===== config.mk =====
export PLATFORM = sky130hd
export DESIGN_NAME = l2_port_arbiter_flat
export DESIGN_NICKNAME = d
export VERILOG_FILES = /design/src/rtl/l2_port_arbiter_if.sv /design/src/rtl/l2_port_arbiter.sv /design/src/flat_wrapper.sv
export SDC_FILE = /design/constraint.sdc
export NUM_CORES = 1
export LEC_CHECK = 0
export CAP_MARGIN = 40
export CORE_AREA = 2 2 648 650
export CTS_CLUSTER_SIZE = 8
export DETAILED_ROUTE_END_ITERATION = 6
export DIE_AREA = 0 0 650 652
export RECOVER_POWER = 50
export REMOVE_ABC_BUFFERS = 1
export SLEW_MARGIN = 20
export SYNTH_ARGS = -nofsm -noshare
export SYNTH_HDL_FRONTEND = slang
export SYNTH_SLANG_ARGS = --single-unit

===== constraint.sdc =====
create_clock -name clk -period 2.05 [get_ports clk]
set_input_delay 0.615 -clock clk [delete_from_list [all_inputs] [get_ports clk]]
set_output_delay 0.615 -clock clk [all_outputs]
set_load 0.05 [all_outputs]

===== src/rtl/l2_port_arbiter_if.sv =====
// l2_port_arbiter_if: bundles the I-cache pmem port, the D-cache pmem port
// and the L2 mem port that the arbiter joins.
//   master : the surrounding system (both L1 caches plus the L2 cache)
//   slave  : the arbiter itself
interface l2_port_arbiter_if;
  logic         arb_icache_read;
  logic         arb_icache_write;
  logic [31:0]  arb_icache_address;
  logic [255:0] arb_icache_wdata;
  logic [255:0] arb_icache_rdata;
  logic         arb_icache_resp;

  logic         arb_dcache_read;
  logic         arb_dcache_write;
  logic [31:0]  arb_dcache_address;
  logic [255:0] arb_dcache_wdata;
  logic [255:0] arb_dcache_rdata;
  logic         arb_dcache_resp;

  logic         arb_mem_read;
  logic         arb_mem_write;
  logic [31:0]  arb_mem_address;
  logic [255:0] arb_mem_wdata;
  logic [255:0] arb_mem_rdata;
  logic         arb_mem_resp;

  modport master (
    output arb_icache_read, arb_icache_write, arb_icache_address, arb_icache_wdata,
    input  arb_icache_rdata, arb_icache_resp,
    output arb_dcache_read, arb_dcache_write, arb_dcache_address, arb_dcache_wdata,
    input  arb_dcache_rdata, arb_dcache_resp,
    input  arb_mem_read, arb_mem_write, arb_mem_address, arb_mem_wdata,
    output arb_mem_rdata, arb_mem_resp
  );

  modport slave (
    input  arb_icache_read, arb_icache_write, arb_icache_address, arb_icache_wdata,
    output arb_icache_rdata, arb_icache_resp,
    input  arb_dcache_read, arb_dcache_write, arb_dcache_address, arb_dcache_wdata,
    output arb_dcache_rdata, arb_dcache_resp,
    output arb_mem_read, arb_mem_write, arb_mem_address, arb_mem_wdata,
    input  arb_mem_rdata, arb_mem_resp
  );
endinterface


===== src/rtl/l2_port_arbiter.sv =====
// l2_port_arbiter: shares the single L2 line port between the I-cache and
// D-cache. D wins contested grants until STARVE_LIMIT consecutive contested
// D grants have been made, then I is forced. One line transaction at a time.
// Ports:
//   clk, reset_n       clock, asynchronous active-low reset
//   bus (slave)        I/D pmem ports and L2 mem port
//   perf_i_grants, perf_d_grants, perf_contended (32b each)
//                      only when ARB_PERF_EN is defined
module l2_port_arbiter #(
  parameter int unsigned STARVE_LIMIT = 4
) (
  input  logic              clk,
  input  logic              reset_n,
  l2_port_arbiter_if.slave  bus
`ifdef ARB_PERF_EN
  ,
  output logic [31:0]       perf_i_grants,
  output logic [31:0]       perf_d_grants,
  output logic [31:0]       perf_contended
`endif
);

  typedef enum logic [1:0] {IDLE, SERVE_I, SERVE_D} state_t;

  localparam logic [3:0] LIMIT = 4'(STARVE_LIMIT);

  state_t     state, state_nxt;
  logic [3:0] starve_cnt;
  logic       req_i, req_d, grant_i, grant_d;

  assign req_i = bus.arb_icache_read | bus.arb_icache_write;
  assign req_d = bus.arb_dcache_read | bus.arb_dcache_write;

  // Grant decision only matters in IDLE; it is registered on the next edge.
  always_comb begin
    grant_i = 1'b0;
    grant_d = 1'b0;
    if (state == IDLE) begin
      if (req_i && (!req_d || starve_cnt == LIMIT)) grant_i = 1'b1;
      else if (req_d)                               grant_d = 1'b1;
    end
  end

  // State register and starvation counter.
  always_ff @(posedge clk or negedge reset_n) begin
    if (!reset_n) begin
      state      <= IDLE;
      starve_cnt <= '0;
    end else begin
      state <= state_nxt;
      if (grant_i)
        starve_cnt <= '0;
      else if (grant_d && req_i && starve_cnt != LIMIT)
        starve_cnt <= starve_cnt + 4'd1;
    end
  end

  // Next-state logic. A requester that drops early does not end the
  // transaction; only the L2 response does.
  always_comb begin
    state_nxt = state;
    case (state)
      IDLE: begin
        if (grant_i)      state_nxt = SERVE_I;
        else if (grant_d) state_nxt = SERVE_D;
      end
      SERVE_I: if (bus.arb_mem_resp) state_nxt = IDLE;
      SERVE_D: if (bus.arb_mem_resp) state_nxt = IDLE;
      default: state_nxt = IDLE;
    endcase
  end

  // Output logic. Read is masked when a requester illegally asserts both,
  // so L2 never sees read and write together.
  always_comb begin
    bus.arb_mem_read    = 1'b0;
    bus.arb_mem_write   = 1'b0;
    bus.arb_mem_address = '0;
    bus.arb_mem_wdata   = '0;
    bus.arb_icache_resp = 1'b0;
    bus.arb_dcache_resp = 1'b0;
    case (state)
      SERVE_I: begin
        bus.arb_mem_write   = bus.arb_icache_write;
        bus.arb_mem_read    = bus.arb_icache_read & ~bus.arb_icache_write;
        bus.arb_mem_address = bus.arb_icache_address;
        bus.arb_mem_wdata   = bus.arb_icache_wdata;
        bus.arb_icache_resp = bus.arb_mem_resp;
      end
      SERVE_D: begin
        bus.arb_mem_write   = bus.arb_dcache_write;
        bus.arb_mem_read    = bus.arb_dcache_read & ~bus.arb_dcache_write;
        bus.arb_mem_address = bus.arb_dcache_address;
        bus.arb_mem_wdata   = bus.arb_dcache_wdata;
        bus.arb_dcache_resp = bus.arb_mem_resp;
      end
      default: ;
    endcase
  end

  assign bus.arb_icache_rdata = bus.arb_mem_rdata;
  assign bus.arb_dcache_rdata = bus.arb_mem_rdata;

`ifdef ARB_PERF_EN
  always_ff @(posedge clk or negedge reset_n) begin
    if (!reset_n) begin
      perf_i_grants  <= '0;
      perf_d_grants  <= '0;
      perf_contended <= '0;
    end else begin
      if (grant_i) perf_i_grants <= perf_i_grants + 32'd1;
      if (grant_d) perf_d_grants <= perf_d_grants + 32'd1;
      if (state == IDLE && req_i && req_d) perf_contended <= perf_contended + 32'd1;
    end
  end
`endif

endmodule


===== src/flat_wrapper.sv =====
// flat-port wrapper written by rule: the top's interface ports become plain ports
module l2_port_arbiter_flat 
#(
  parameter int unsigned STARVE_LIMIT = 4
)
  (clk, reset_n, bus_arb_icache_read, bus_arb_icache_write, bus_arb_icache_address, bus_arb_icache_wdata, bus_arb_icache_rdata, bus_arb_icache_resp, bus_arb_dcache_read, bus_arb_dcache_write, bus_arb_dcache_address, bus_arb_dcache_wdata, bus_arb_dcache_rdata, bus_arb_dcache_resp, bus_arb_mem_read, bus_arb_mem_write, bus_arb_mem_address, bus_arb_mem_wdata, bus_arb_mem_rdata, bus_arb_mem_resp);
  l2_port_arbiter_if bus_i ();
  input  logic clk;
  input  logic reset_n;
  input wire logic [$bits(bus_i.arb_icache_read)-1:0] bus_arb_icache_read;
  input wire logic [$bits(bus_i.arb_icache_write)-1:0] bus_arb_icache_write;
  input wire logic [$bits(bus_i.arb_icache_address)-1:0] bus_arb_icache_address;
  input wire logic [$bits(bus_i.arb_icache_wdata)-1:0] bus_arb_icache_wdata;
  output wire logic [$bits(bus_i.arb_icache_rdata)-1:0] bus_arb_icache_rdata;
  output wire logic [$bits(bus_i.arb_icache_resp)-1:0] bus_arb_icache_resp;
  input wire logic [$bits(bus_i.arb_dcache_read)-1:0] bus_arb_dcache_read;
  input wire logic [$bits(bus_i.arb_dcache_write)-1:0] bus_arb_dcache_write;
  input wire logic [$bits(bus_i.arb_dcache_address)-1:0] bus_arb_dcache_address;
  input wire logic [$bits(bus_i.arb_dcache_wdata)-1:0] bus_arb_dcache_wdata;
  output wire logic [$bits(bus_i.arb_dcache_rdata)-1:0] bus_arb_dcache_rdata;
  output wire logic [$bits(bus_i.arb_dcache_resp)-1:0] bus_arb_dcache_resp;
  output wire logic [$bits(bus_i.arb_mem_read)-1:0] bus_arb_mem_read;
  output wire logic [$bits(bus_i.arb_mem_write)-1:0] bus_arb_mem_write;
  output wire logic [$bits(bus_i.arb_mem_address)-1:0] bus_arb_mem_address;
  output wire logic [$bits(bus_i.arb_mem_wdata)-1:0] bus_arb_mem_wdata;
  input wire logic [$bits(bus_i.arb_mem_rdata)-1:0] bus_arb_mem_rdata;
  input wire logic [$bits(bus_i.arb_mem_resp)-1:0] bus_arb_mem_resp;
  assign bus_i.arb_icache_read = bus_arb_icache_read;
  assign bus_i.arb_icache_write = bus_arb_icache_write;
  assign bus_i.arb_icache_address = bus_arb_icache_address;
  assign bus_i.arb_icache_wdata = bus_arb_icache_wdata;
  assign bus_arb_icache_rdata = bus_i.arb_icache_rdata;
  assign bus_arb_icache_resp = bus_i.arb_icache_resp;
  assign bus_i.arb_dcache_read = bus_arb_dcache_read;
  assign bus_i.arb_dcache_write = bus_arb_dcache_write;
  assign bus_i.arb_dcache_address = bus_arb_dcache_address;
  assign bus_i.arb_dcache_wdata = bus_arb_dcache_wdata;
  assign bus_arb_dcache_rdata = bus_i.arb_dcache_rdata;
  assign bus_arb_dcache_resp = bus_i.arb_dcache_resp;
  assign bus_arb_mem_read = bus_i.arb_mem_read;
  assign bus_arb_mem_write = bus_i.arb_mem_write;
  assign bus_arb_mem_address = bus_i.arb_mem_address;
  assign bus_arb_mem_wdata = bus_i.arb_mem_wdata;
  assign bus_i.arb_mem_rdata = bus_arb_mem_rdata;
  assign bus_i.arb_mem_resp = bus_arb_mem_resp;
  l2_port_arbiter #(.STARVE_LIMIT(STARVE_LIMIT)) u_core (.clk(clk), .reset_n(reset_n), .bus(bus_i));
endmodule

==> qor.yml <==
outcome: "complete, but fails checks"
violations: "negative setup slack"
chipHeight_um: 652
gp_congestion: 1.026
ys.flop_type: "dfrtp_1"
drv_slew: 0
cp.arrival_ns: 2.09
grt_max_degree: 46
hp-class: "flop to flop"
wl_um: 423700
worst_pin_slew_ns: 0.5240
dp_hpwl_um: 384300
clk_path_buf_depth: 2
die-area_um2: 423800
syn_to_final_growth_pct: 228.5
synthTopCellsByArea: "buf_4 44%, a22oi_1 25%, nor2b_1 21%"
pre_cts_ws_ns: -1.325
drtIter0Drc: 1886
clk_latency_ns: 0.23
fillers: 48410
p_sw_share_pct: 53.19
synth_seq_area_share_pct: 1.724
nNetsFinal: 2531
p_per_area_nw_per_um2: 1644
synth_top_area_share_pct: 44.32
drc: 0
grt_pass1_wl_um: 453400
ys_seq_elements: 6
internal_power_w: 0.02202
layout_min_cycle_time_ns: 2.706
skew_ns: 0.0008755
final-setup-viol-count: 292
finalCritPeriodShare_pct: 132.0
cts_buffers: 3
syn_avg_cell_area_um2: 7.085
cp_data_required_time_ns: 1.43
cts_hold_buf: 0
cts_tree: "done"
fin_ws_ns: -0.6560
wire_per_inst_um: 58.39
netlist.top_cell.by_area: "buf_4"
start_util_pct: 2.093
worstSetupStartpointType: "flop"
route.vias.total: 16720
synth_most_common_cell: "buf_4"
netlist_top_cells_count: "514 x buf_4, 291 x nor2b_1, 289 x a22oi_1"
multi_input_area_um2: 6853
grt_use_total_pct: 19.14
async_reset_ff_share_pct: 100.0
numPortBuffers: 874
seq_area_um2: 150.1
synth.distinct_cells: 27
cellLeakagePower_nw: 8.224
vias_per_cell: 2.305
worstPathMaxFanout: 25
antenna_found_initial: 329
maxCapViolCount: 0
syn_area_um2: 8707
worstSetupEndpointType: "output pin"
cts.sinks: 6
rsz0062_at_grt: "true"
grt_pass1_vias: 12670
power.switching_w: 0.02502
synth_cells: 1229
p_clk_share_pct: 0.7
core_area_um2: 416000
ys_warn_count: 0
relSlewSlack_pct: 65.07
first_pass_iters: 5
rows: 237
crit_type: "flop to output pin"
io_pins: 1643
root_buffer: "clkbuf_16"
ir_drop_mv: 1.314
h-tree-depth: 1
die_x_um: 650
synth_edf_count: 0
clkTransAtPathRegs_ns: 0.03
p_seq_share_pct: 0.5
grt.overflow.total: 0
ant_nets: 0
whs_ns: 0.5474
finalHoldViolCount: 0
pwr-share-comb_pct: 98.8
drive_above_1_share_pct: 55.73
timing.fmax_mhz: 369.6
tns_ns: -157.90
critical path: stages (launching register included):
cell and delay (ns):
dfrtp_1 0.39, buf_6 0.13, ha_4 0.17, buf_6 0.12
buf_16 0.18, buf_12 0.20, a22oi_2 0.35, nor2b_2 0.12
buf_12 0.17
final timing paths:
kind	cells after the start	endpoint	from	slack (ns)
min in group asynchronous	1	u_core.starve_cnt[2]	reset_n	0.70
min reg2reg	1	u_core.starve_cnt[3]	u_core.starve_cnt[3]	0.55
min	1	u_core.starve_cnt[3]	u_core.starve_cnt[3]	0.55
max reg2reg	7	u_core.state[1]	u_core.state[0]	0.30
max	8	bus_arb_mem_address[2]	u_core.state[1]	-0.66
max in group asynchronous	1	u_core.state[1]	reset_n	1.13
area by class of cell:
type                            count  share of cell area (%)
Sequential cell                     6                  0.5249
Clock buffer                        3                  0.2624
Tap cell                         5497                   24.04
Inverter                            6                 0.07873
Multi-Input combinational cell    609                   23.96
Timing Repair Buffer             1061                   50.49
Antenna cell                       74                  0.6474
flip-flops by register name, summed over array words and instances (netlist names):
name,count
u_core.state,2
u_core.starve_cnt,4
cells in the final DEF, fill, tap and decap left out, types with 2 or more instances in the layout:
cell / instances
inv_1: 4
ha_1: 2
buf_16: 18
clkbuf_16: 18
buf_6: 32
nor2b_2: 62
nand2_2: 2
dlygate4sd2_1: 4
nor2b_4: 203
nor2b_1: 26
inv_2: 2
buf_4: 65
a22oi_2: 177
clkdlybuf4s50_1: 577
ha_4: 3
buf_12: 334
dfrtp_1: 6
diode_2: 74
a221o_1: 2
buf_8: 14
a22oi_1: 112
nor2_1: 2
and2_1: 2
power groups by stage:
stage	combinational (W)	sequential (W)	clock, W
6_report	0.0465	0.000237	0.000314
5_1_grt	0.0482	0.000242	0.000319
4_1_cts	0.0439	0.000230	0.000317
3_5_place_dp	0.0361	0.000235	0
3_3_place_gp	0.0362	0.000230	0
2_1_floorplan	0.00668	0.000212	0
per-layer routing:
layer  track usage [%]  part of all wire [%]  vias up
met3             26.53                    29      823
met1             14.00                    26     7387
met4             3.786                   3.4      238
met2             27.42                    40     3559
li1                  -                     -     4716
met5             15.27                   2.3        -
kinds of logic after synthesis:
logic type	count (synthesis)	share of synthesized area, %
muxes	1	0.1293
AOI/OAI and AO/OA	301	26.11
buffers and inverters	614	49.71
DFF	6	1.724
adders and majority gates	5	0.7185
and+or+nand+nor	302	21.61
through the flow:
| step | util [%] | instance area, µm² | power [W] | std cells |
|---|---|---|---|---|
| 3_5_place_dp | 5.846 | 24320 | 0.03638 | 7109 |
| 5_1_grt | 6.865 | 28560 | 0.04876 | 7239 |
| 4_1_cts | 6.474 | 26930 | 0.04448 | 7173 |
| 3_3_place_gp | 5.843 | 24310 | 0.03639 | 7108 |
| 6_report | 6.876 | 28600 | 0.04703 | 7256 |
| 2_1_floorplan | - | 4402 | 0.006895 | 621 |
what timing repair did:
action / 4_1_cts / 5_1_grt
setup buffers: 39 / 16
pin swaps: 19 / 29
gates cloned: 23 / 12
endpoints found under the hold margin: 0 / 0
gates resized for setup: 422 / 356
endpoints found under the setup margin: 297 / 292
Note: power is estimated with default switching activity, not from simulation.
==> variant, RTL diff (same flow settings) <==
Re-encode `state_t` (3 states) as one-hot, 3 bits wide.
--- a/src/rtl/l2_port_arbiter.sv
+++ b/src/rtl/l2_port_arbiter.sv
@@ -20,7 +20,7 @@
 `endif
 );
 
-  typedef enum logic [1:0] {IDLE, SERVE_I, SERVE_D} state_t;
+  typedef enum logic [2:0] {IDLE = 3'b001, SERVE_I = 3'b010, SERVE_D = 3'b100} state_t;
 
   localparam logic [3:0] LIMIT = 4'(STARVE_LIMIT);
 
Function: no difference found for any inputs over 4 cycles, from zero or initial values and one cycle with reset_n low; so few cycles prove little.
==> variant against the original RTL <==
The run still ends with negative setup slack left; clock skew decreased by 0.00068 ns; worst setup slack improved by 0.11 ns; design area decreased by 18%; critical path depth decreased by 2; first-iteration DRC count decreased by 0.64%; sequential cell count increased by 1; synthesized cell count decreased by 25%; synthesized area decreased by 18%; global-route usage increased by 0.76 points; routed wire length increased by 3.7%; largest cell class unchanged; highest routed layer unchanged.
Power is not compared: it rests on default switching activity, and its combinational part moved more than twofold at a synthesized area within 25%.
==> variant: results (changes against the original RTL) <==
- Failing checks: negative setup slack
- GR Util met1: 0.163 (+0.0227)
- Largest net degree at the start of global routing: 55 (+20%)
- Met2 Use GR: 0.280 (+0.00607)
- Status: finished with violations
- Final core utilization: 0.0565 (-0.0122)
- Setup Slack @ Placement: -0.695 ns (+0.629 ns)
- Number of inserted diodes: 75 (+1.4%)
- Multi-input logic area: 3590 um^2 (-48%)
- Non-CTS buffers: 936 (-12%)
- Synth cell count leaders: buf_4 (512), a22o_1 (291), buf_2 (51), clkbuf_1 (13), dfrtp_1 (6)
- Inverter count: 4 (-2)
- Endpoints failing setup: 292 (unchanged)
- Metal-1 WL: 129000 um (+17%)
- Multi-Input Combinational: 329 (-46%)
- XOR/XNOR share of the synthesized area: 0.00123 (+0.00123)
- R2R setup slack: 0.38 ns (+0.08 ns)
- R2R depth: 4 (-3)
- Postcts setup bufs: 6 (-85%)
- Critical path capture point: bus_arb_mem_wdata[64]
- Yosys top cell area share: 0.538 (+0.0945)
- Setup crit start: u_core.state[2]$_DFFE_PN0P_
- Initial DRC Count: 1874 (-0.64%)
- Compound-Gate Fraction of Synth Area: 0.365 (+0.103)
- Final setup margin: -0.551 ns (+0.105 ns)
- Post-Synth Adder-Cell Area: 0.00350 (-0.00368)
- Routed vias: 14109 (-16%)
- Final Net Count: 2122 (-16%)
- Clkbuf count: 4 (+1)
- Placed Instance Area: 22100 um^2 (-9.2%)
- Fill count: 48837 (+0.88%)
- Mux cell area share after synthesis: 0 (-0.00129)
- Total track usage: 0.199 (+0.00755)
- First-pass GRT wire length: 464000 um (+2.3%)
- Vias in the first global route: 10343 (-18%)
- Post-CTS sizing: 89 (-79%)
- Gpl congestion: 1.07 (+4.5%)
- Share of cells above drive strength 1: 0.360 (-0.197)
- Setup_tns: -131.76 ns (+26.14 ns)
- Met3 Resource Use GR: 0.259 (-0.00583)
==> variant: worst min path at each step <==
stage	from	endpoint	slack, ns	depth (start not counted)
2_1_floorplan	reset_n	u_core.starve_cnt[0]$_DFFE_PN0P_	0.32	0
3_5_place_dp	u_core.starve_cnt[0]$_DFFE_PN0P_	u_core.starve_cnt[0]$_DFFE_PN0P_	0.54	1
6_report	u_core.starve_cnt[0]$_DFFE_PN0P_	u_core.starve_cnt[0]$_DFFE_PN0P_	0.57	1
3_3_place_gp	u_core.starve_cnt[0]$_DFFE_PN0P_	u_core.starve_cnt[0]$_DFFE_PN0P_	0.53	1
4_1_cts	u_core.starve_cnt[0]$_DFFE_PN0P_	u_core.starve_cnt[0]$_DFFE_PN0P_	0.55	1
5_1_grt	u_core.starve_cnt[0]$_DFFE_PN0P_	u_core.starve_cnt[0]$_DFFE_PN0P_	0.59	1
